===== src/rtl/ov_7670_pkg.sv =====
// rtl/ov_7670_pkg.sv - shared types and constants for the OV7670 stream emulator and capture
package ov_7670_pkg;

  typedef struct packed {
    logic [4:0] r;
    logic [5:0] g;
    logic [4:0] b;
  } rgb565_t;

  typedef enum logic [1:0] {
    PAT_BARS     = 2'd0,
    PAT_GRADIENT = 2'd1,
    PAT_WHITE    = 2'd2,
    PAT_COUNTER  = 2'd3
  } pattern_e;

  typedef enum logic {
    IDLE = 1'b0,
    RUN  = 1'b1
  } gen_state_e;

  // White, yellow, cyan, green, magenta, red, blue, black.
  localparam rgb565_t BAR_COLOURS [8] = '{
    rgb565_t'(16'hFFFF), rgb565_t'(16'hFFE0), rgb565_t'(16'h07FF), rgb565_t'(16'h07E0),
    rgb565_t'(16'hF81F), rgb565_t'(16'hF800), rgb565_t'(16'h001F), rgb565_t'(16'h0000)
  };

endpackage


===== src/rtl/ov_7670_pattern.sv =====
// rtl/ov_7670_pattern.sv - combinational test-pattern pixel lookup (pattern, x, y) -> rgb565
module ov_7670_pattern
  import ov_7670_pkg::*;
#(
  parameter int H_ACTIVE = 640
) (
  input  pattern_e    pattern,
  input  logic [15:0] x,
  input  logic [15:0] y,
  output rgb565_t     pixel
);

  localparam logic [15:0] BAR_W    = 16'(H_ACTIVE / 8);
  localparam logic [15:0] LINE_PIX = 16'(H_ACTIVE);

  logic [2:0]  bar;
  logic [4:0]  diag;
  logic [15:0] index;

  always_comb begin
    bar   = 3'(x / BAR_W);
    diag  = 5'(x + y);
    // Counter pattern wraps naturally at 16 bits.
    index = y * LINE_PIX + x;
    pixel = '0;
    case (pattern)
      PAT_BARS:     pixel = BAR_COLOURS[bar];
      PAT_GRADIENT: pixel = '{r: x[4:0], g: y[5:0], b: diag};
      PAT_WHITE:    pixel = rgb565_t'(16'hFFFF);
      PAT_COUNTER:  pixel = rgb565_t'(index);
      default:      pixel = '0;
    endcase
  end

endmodule


===== src/rtl/ov_7670_stream_gen.sv =====
// rtl/ov_7670_stream_gen.sv - OV7670 RGB565 camera output emulator driven by a pattern generator
module ov_7670_stream_gen
  import ov_7670_pkg::*;
#(
  parameter int H_ACTIVE    = 640,
  parameter int V_ACTIVE    = 480,
  parameter int H_BLANK     = 144,
  parameter int VSYNC_LINES = 3,
  parameter int V_BACK      = 17,
  parameter int V_FRONT     = 10,
  parameter int PCLK_DIV    = 2
) (
  input  logic       clk,
  input  logic       reset_n,
  input  logic       start,
  input  logic [1:0] pattern_sel,
  output logic       pclk,
  output logic       vsync,
  output logic       href,
  output logic [7:0] data,
  output logic       busy,
  output logic       frame_done
);

  localparam int LINE_LEN   = 2 * H_ACTIVE + H_BLANK;
  localparam int FRAME_ROWS = VSYNC_LINES + V_BACK + V_ACTIVE + V_FRONT;
  localparam int COL_W      = $clog2(LINE_LEN + 1);
  localparam int ROW_W      = $clog2(FRAME_ROWS + 1);
  localparam int DIV_W      = $clog2(PCLK_DIV);

  localparam logic [COL_W-1:0] COL_LAST  = COL_W'(LINE_LEN - 1);
  localparam logic [COL_W-1:0] HREF_END  = COL_W'(2 * H_ACTIVE);
  localparam logic [ROW_W-1:0] ROW_LAST  = ROW_W'(FRAME_ROWS - 1);
  localparam logic [ROW_W-1:0] VSYNC_END = ROW_W'(VSYNC_LINES);
  localparam logic [ROW_W-1:0] ACT_BEGIN = ROW_W'(VSYNC_LINES + V_BACK);
  localparam logic [ROW_W-1:0] ACT_END   = ROW_W'(VSYNC_LINES + V_BACK + V_ACTIVE);
  localparam logic [DIV_W-1:0] DIV_LAST  = DIV_W'(PCLK_DIV - 1);
  localparam logic [DIV_W-1:0] DIV_HALF  = DIV_W'(PCLK_DIV / 2);

  gen_state_e       state, state_nx;
  pattern_e         pattern_q, pattern_nx;
  logic [DIV_W-1:0] div, div_nx;
  logic [COL_W-1:0] col, col_nx;
  logic [ROW_W-1:0] row, row_nx;
  logic             tick, done_nx, vsync_nx, href_nx, run_nx;
  logic [7:0]       data_nx;
  logic [15:0]      pix_x, pix_y;
  rgb565_t          pixel;

  // A tick is the cycle whose closing edge wraps div to 0, i.e. the PCLK falling edge.
  assign tick   = (div == DIV_LAST);
  assign div_nx = tick ? '0 : div + 1'b1;

  always_comb begin
    state_nx   = state;
    pattern_nx = pattern_q;
    col_nx     = col;
    row_nx     = row;
    done_nx    = 1'b0;
    if (tick) begin
      case (state)
        IDLE: begin
          if (start) begin
            state_nx   = RUN;
            pattern_nx = pattern_e'(pattern_sel);
            col_nx     = '0;
            row_nx     = '0;
          end
        end
        RUN: begin
          if (col == COL_LAST) begin
            col_nx = '0;
            if (row == ROW_LAST) begin
              row_nx  = '0;
              done_nx = 1'b1;
              if (start) pattern_nx = pattern_e'(pattern_sel);
              else       state_nx   = IDLE;
            end else begin
              row_nx = row + 1'b1;
            end
          end else begin
            col_nx = col + 1'b1;
          end
        end
        default: state_nx = IDLE;
      endcase
    end
  end

  // Outputs are derived from the post-tick counters so they land on the same edge.
  always_comb begin
    run_nx   = (state_nx == RUN);
    pix_x    = 16'(col_nx >> 1);
    pix_y    = 16'(row_nx - ACT_BEGIN);
    vsync_nx = run_nx && (row_nx < VSYNC_END);
    href_nx  = run_nx && (row_nx >= ACT_BEGIN) && (row_nx < ACT_END) && (col_nx < HREF_END);
    data_nx  = 8'h00;
    if (href_nx) data_nx = col_nx[0] ? pixel[7:0] : pixel[15:8];
  end

  ov_7670_pattern #(
    .H_ACTIVE (H_ACTIVE)
  ) u_pattern (
    .pattern (pattern_nx),
    .x       (pix_x),
    .y       (pix_y),
    .pixel   (pixel)
  );

  always_ff @(posedge clk or negedge reset_n) begin
    if (!reset_n) begin
      div        <= '0;
      state      <= IDLE;
      pattern_q  <= PAT_BARS;
      col        <= '0;
      row        <= '0;
      pclk       <= 1'b0;
      vsync      <= 1'b0;
      href       <= 1'b0;
      data       <= 8'h00;
      busy       <= 1'b0;
      frame_done <= 1'b0;
    end else begin
      div        <= div_nx;
      pclk       <= (div_nx >= DIV_HALF);
      frame_done <= done_nx;
      if (tick) begin
        state     <= state_nx;
        pattern_q <= pattern_nx;
        col       <= col_nx;
        row       <= row_nx;
        vsync     <= vsync_nx;
        href      <= href_nx;
        data      <= data_nx;
        busy      <= run_nx;
      end
    end
  end

endmodule


===== config.mk =====
export PLATFORM = sky130hd
export DESIGN_NAME = ov_7670_stream_gen
export DESIGN_NICKNAME = d
export VERILOG_FILES = /design/src/rtl/ov_7670_pkg.sv /design/src/rtl/ov_7670_pattern.sv /design/src/rtl/ov_7670_stream_gen.sv
export SDC_FILE = /design/constraint.sdc
export NUM_CORES = 1
export LEC_CHECK = 0
export CAP_MARGIN = 20
export CORE_ASPECT_RATIO = 0.8
export CORE_MARGIN = 2
export CORE_UTILIZATION = 45
export DETAILED_ROUTE_END_ITERATION = 10
export GPL_TIMING_DRIVEN = 0
export PLACE_DENSITY = 0.73
export SYNTH_ARGS = -nofsm -noshare
export SYNTH_HDL_FRONTEND = slang
export SYNTH_SLANG_ARGS = --single-unit

===== constraint.sdc =====
create_clock -name clk -period 6.5 [get_ports clk]
set_input_delay 0.975 -clock clk [delete_from_list [all_inputs] [get_ports clk]]
set_output_delay 0.975 -clock clk [all_outputs]
set_load 0.02 [all_outputs]

==> impl_metrics.ini <==
[synthesis]
yosys.area.top_type = dfrtp_1
synth_edf_count = 0
synth.distinct_cells = 67
yosys_warnings = 0
ys_top_cells_by_count = nand2_1 (36), dfrtp_1 (35), inv_1 (26)
synth_ff_type = dfrtp_1
synthDominantCellAreaShare_pct = 26.9
syn_area_per_cell_um2 = 8.42
syn-num-nets = 418
synthCells = 387
synth_area_leaders = dfrtp_1 (27%), ha_1 (8.8%), nand2_1 (4.1%)
async_flop_share_pct = 100
syn_area_mm2 = 0.00326
yosysSeqAreaShare_pct = 26.9
yosysMostFrequentCell = nand2_1
ys_seq_elements = 35

[run]
maxCapViolations = 0

[die]
design.core.area_mm2 = 0.00696
initial_core_util_pct = 46.8
io-pin-count = 18
die_h_um = 80.1
design.die.area_mm2 = 0.00794
die_x_um = 99.1
rows = 27

[setup_path]
crit_path_end_kind = register
crit_type = input port to register
reg2reg_to = data[7]$_DFFE_PN0P_
cp_max_fo = 10
reg2reg_depth = 20
timing.rr.start = col[4]$_DFFE_PN0P_
critPathArrivalTime_ns = 6.36
crit_required_ns = 6.71
startpoint_type = input port
r2r_slack_ns = 0.57

[clock_network]
cts_tree = built
htreeDepth = 2
post-cts-setup-buffers = 0
root_buffer = clkbuf_8
cts_buffers = 5
cts_sinks = 35
clock_latency_ns = 0.30
clk_transition_reported_paths_ns = 0.08
clockBufferDepth = 2

[final_layout]
stdcell_count = 499
fin_area_mm2 = 0.00368
drive_above_1_share_pct = 8.74
fin_util_pct = 52.9
n_antenna_cell = 0
layout.nets = 442
syn_to_final_growth_pct = 12.9

[pwr]
power_w = 0.000467
vdd_drop_max_mv = 0.107
power_leakage_nw = 1.56
p_per_area_mw_per_mm2 = 127

[hold_path]
hold_start = data[5]$_DFFE_PN0P_
hold_path_end = data[5]$_DFFE_PN0P_
min_path_cells = 1
hold_path_class = register to register

[detailed_routing]
drc = 0
drtIter0Drc = 192
vias = 3108
routed_via_density = 6.23
first_pass_iters = 5
wl_per_cell_um = 17.6
totalWireLength_mm = 8.76
final_antenna_net_count = 0

[timing]
setup_viol = 0
period_minus_slack_ns = 6.15
slew_headroom_pct = 38.1
setup_tns_ns = 0
timing.fmax_mhz = 163
finalHoldViolations = 0
tightest_slew_ns = 0.924
grt_setup_unrepaired = no
skew_ns = 0.0132
drv_slew = 0
fin_crit_sh_pct = 94.7

[global_routing]
track_usage_pct = 23.5
grt_pass1_vias = 3022
grt_pass1_wl_mm = 15.0
grt_start_max_net_pins = 36
grt-ovfl-total = 0
grt_antenna_before_repair = 0

[placement]
gp_congestion = 0.918
dp_cells = 491
io_buffers = 17
hpwl_mm = 6.60
place_area_mm2 = 0.00353

[status]
status = finished clean
## cell families (layout without fill, tap and decap cells)
family | count (synthesis) | count (layout) | synth area share (%)
DFF | 35 | 35 | 26.9
adders and majority gates | 26 | 26 | 10.7
muxes | 11 | 11 | 3.49
and+or+nand+nor | 130 | 130 | 20.7
xor gates and xnor gates | 18 | 18 | 5.26
buffers and inverters | 44 | 69 | 5.41
AOI/OAI and AO/OA | 123 | 123 | 27.5
## flip-flops by register name, indices dropped and copies added, names as in the netlist
name,count
col,11
data,8
div,1
frame_done,1
href,1
pattern_q,2
row,9
state,1
vsync,1
## placed cells by master (no fill, tap or decap), types with 6 or more instances in the layout
master and count:
nand2_1 36, dfrtp_1 35, inv_1 26, a21oi_1 24
ha_1 23, nor2_1 22, o21ai_0 21, clkdlybuf4s50_1 16
nand3_1 13, clkbuf_1 12, xnor2_1 11, nor3_1 10
mux2i_1 8, o211ai_1 7, a21o_1 7, nand4_1 6
o31ai_1 6, xor2_1 6
## per-layer routing
layer / up-vias / share of wire [%] / track usage (%) / wire, um
met4: 0 / 0.97 / 4.38 / 85
met2: 136 / 43 / 35.7 / 3760
met5: - / 0 / 0 / 0
met3: 10 / 8.0 / 4.87 / 703
met1: 1473 / 48 / 34.6 / 4210
li1: 1489 / - / - / -
## metrics by stage
step / worst slack (ns) / hold WS [ns]
detailed placement: -0.195 / 0.481
global placement: -0.175 / 0.480
CTS: 0.0773 / 0.510
finish: 0.348 / 0.503
floorplan: 1.39 / 0.525
global route: 0.0188 / 0.538
## how the worst max path moves through the flow
stage                            start                   to
finish                           start  data[7]$_DFFE_PN0P_
global route                     start  data[7]$_DFFE_PN0P_
CTS                              start  data[7]$_DFFE_PN0P_
detailed placement               start  data[7]$_DFFE_PN0P_
global placement                 start  data[7]$_DFFE_PN0P_
floorplan           col[4]$_DFFE_PN0P_  data[7]$_DFFE_PN0P_
## timing repair
| action | in CTS | in global routing |
|---|---|---|
| hold buffers | 0 | 0 |
| setup endpoints to repair | 0 | 1 |
| resized for setup | 0 | 2 |
## area by class of cell
cell class / count / area (um2)
buffer: 16 / 71.3
clock buffer: 5 / 68.8
clock inverter: 3 / 67.6
fill: 667 / 3280
inverter: 28 / 105
multi-input combinational: 308 / 2220
sequential: 35 / 876
tap: 87 / 109
timing repair buffer: 17 / 165
## report_power, final
group / total (W) / switching (W) / internal (W)
clock network: 0.000242 / 0.0000886 / 0.000153
logic: 0.00000767 / 0.00000547 / 0.00000220
registers: 0.000218 / 0 / 0.000218
total: 0.000467 / 0.0000941 / 0.000373
## worst max-delay path, cell delays in order
cell	delay [ns]
clkdlybuf4s50_1	0.59
o21ai_2	0.21
clkbuf_1	0.35
a211oi_4	0.63
ha_1	0.27
inv_1	0.07
xnor2_1	0.48
ha_1	0.23
inv_1	0.06
fa_1	0.45
xor2_1	0.19
or3_1	0.41
nor4b_1	0.37
xnor3_1	0.29
xor2_1	0.16
xnor2_1	0.27
o211ai_1	0.13
a32oi_1	0.23
Note: power is estimated with default switching activity, not from simulation.
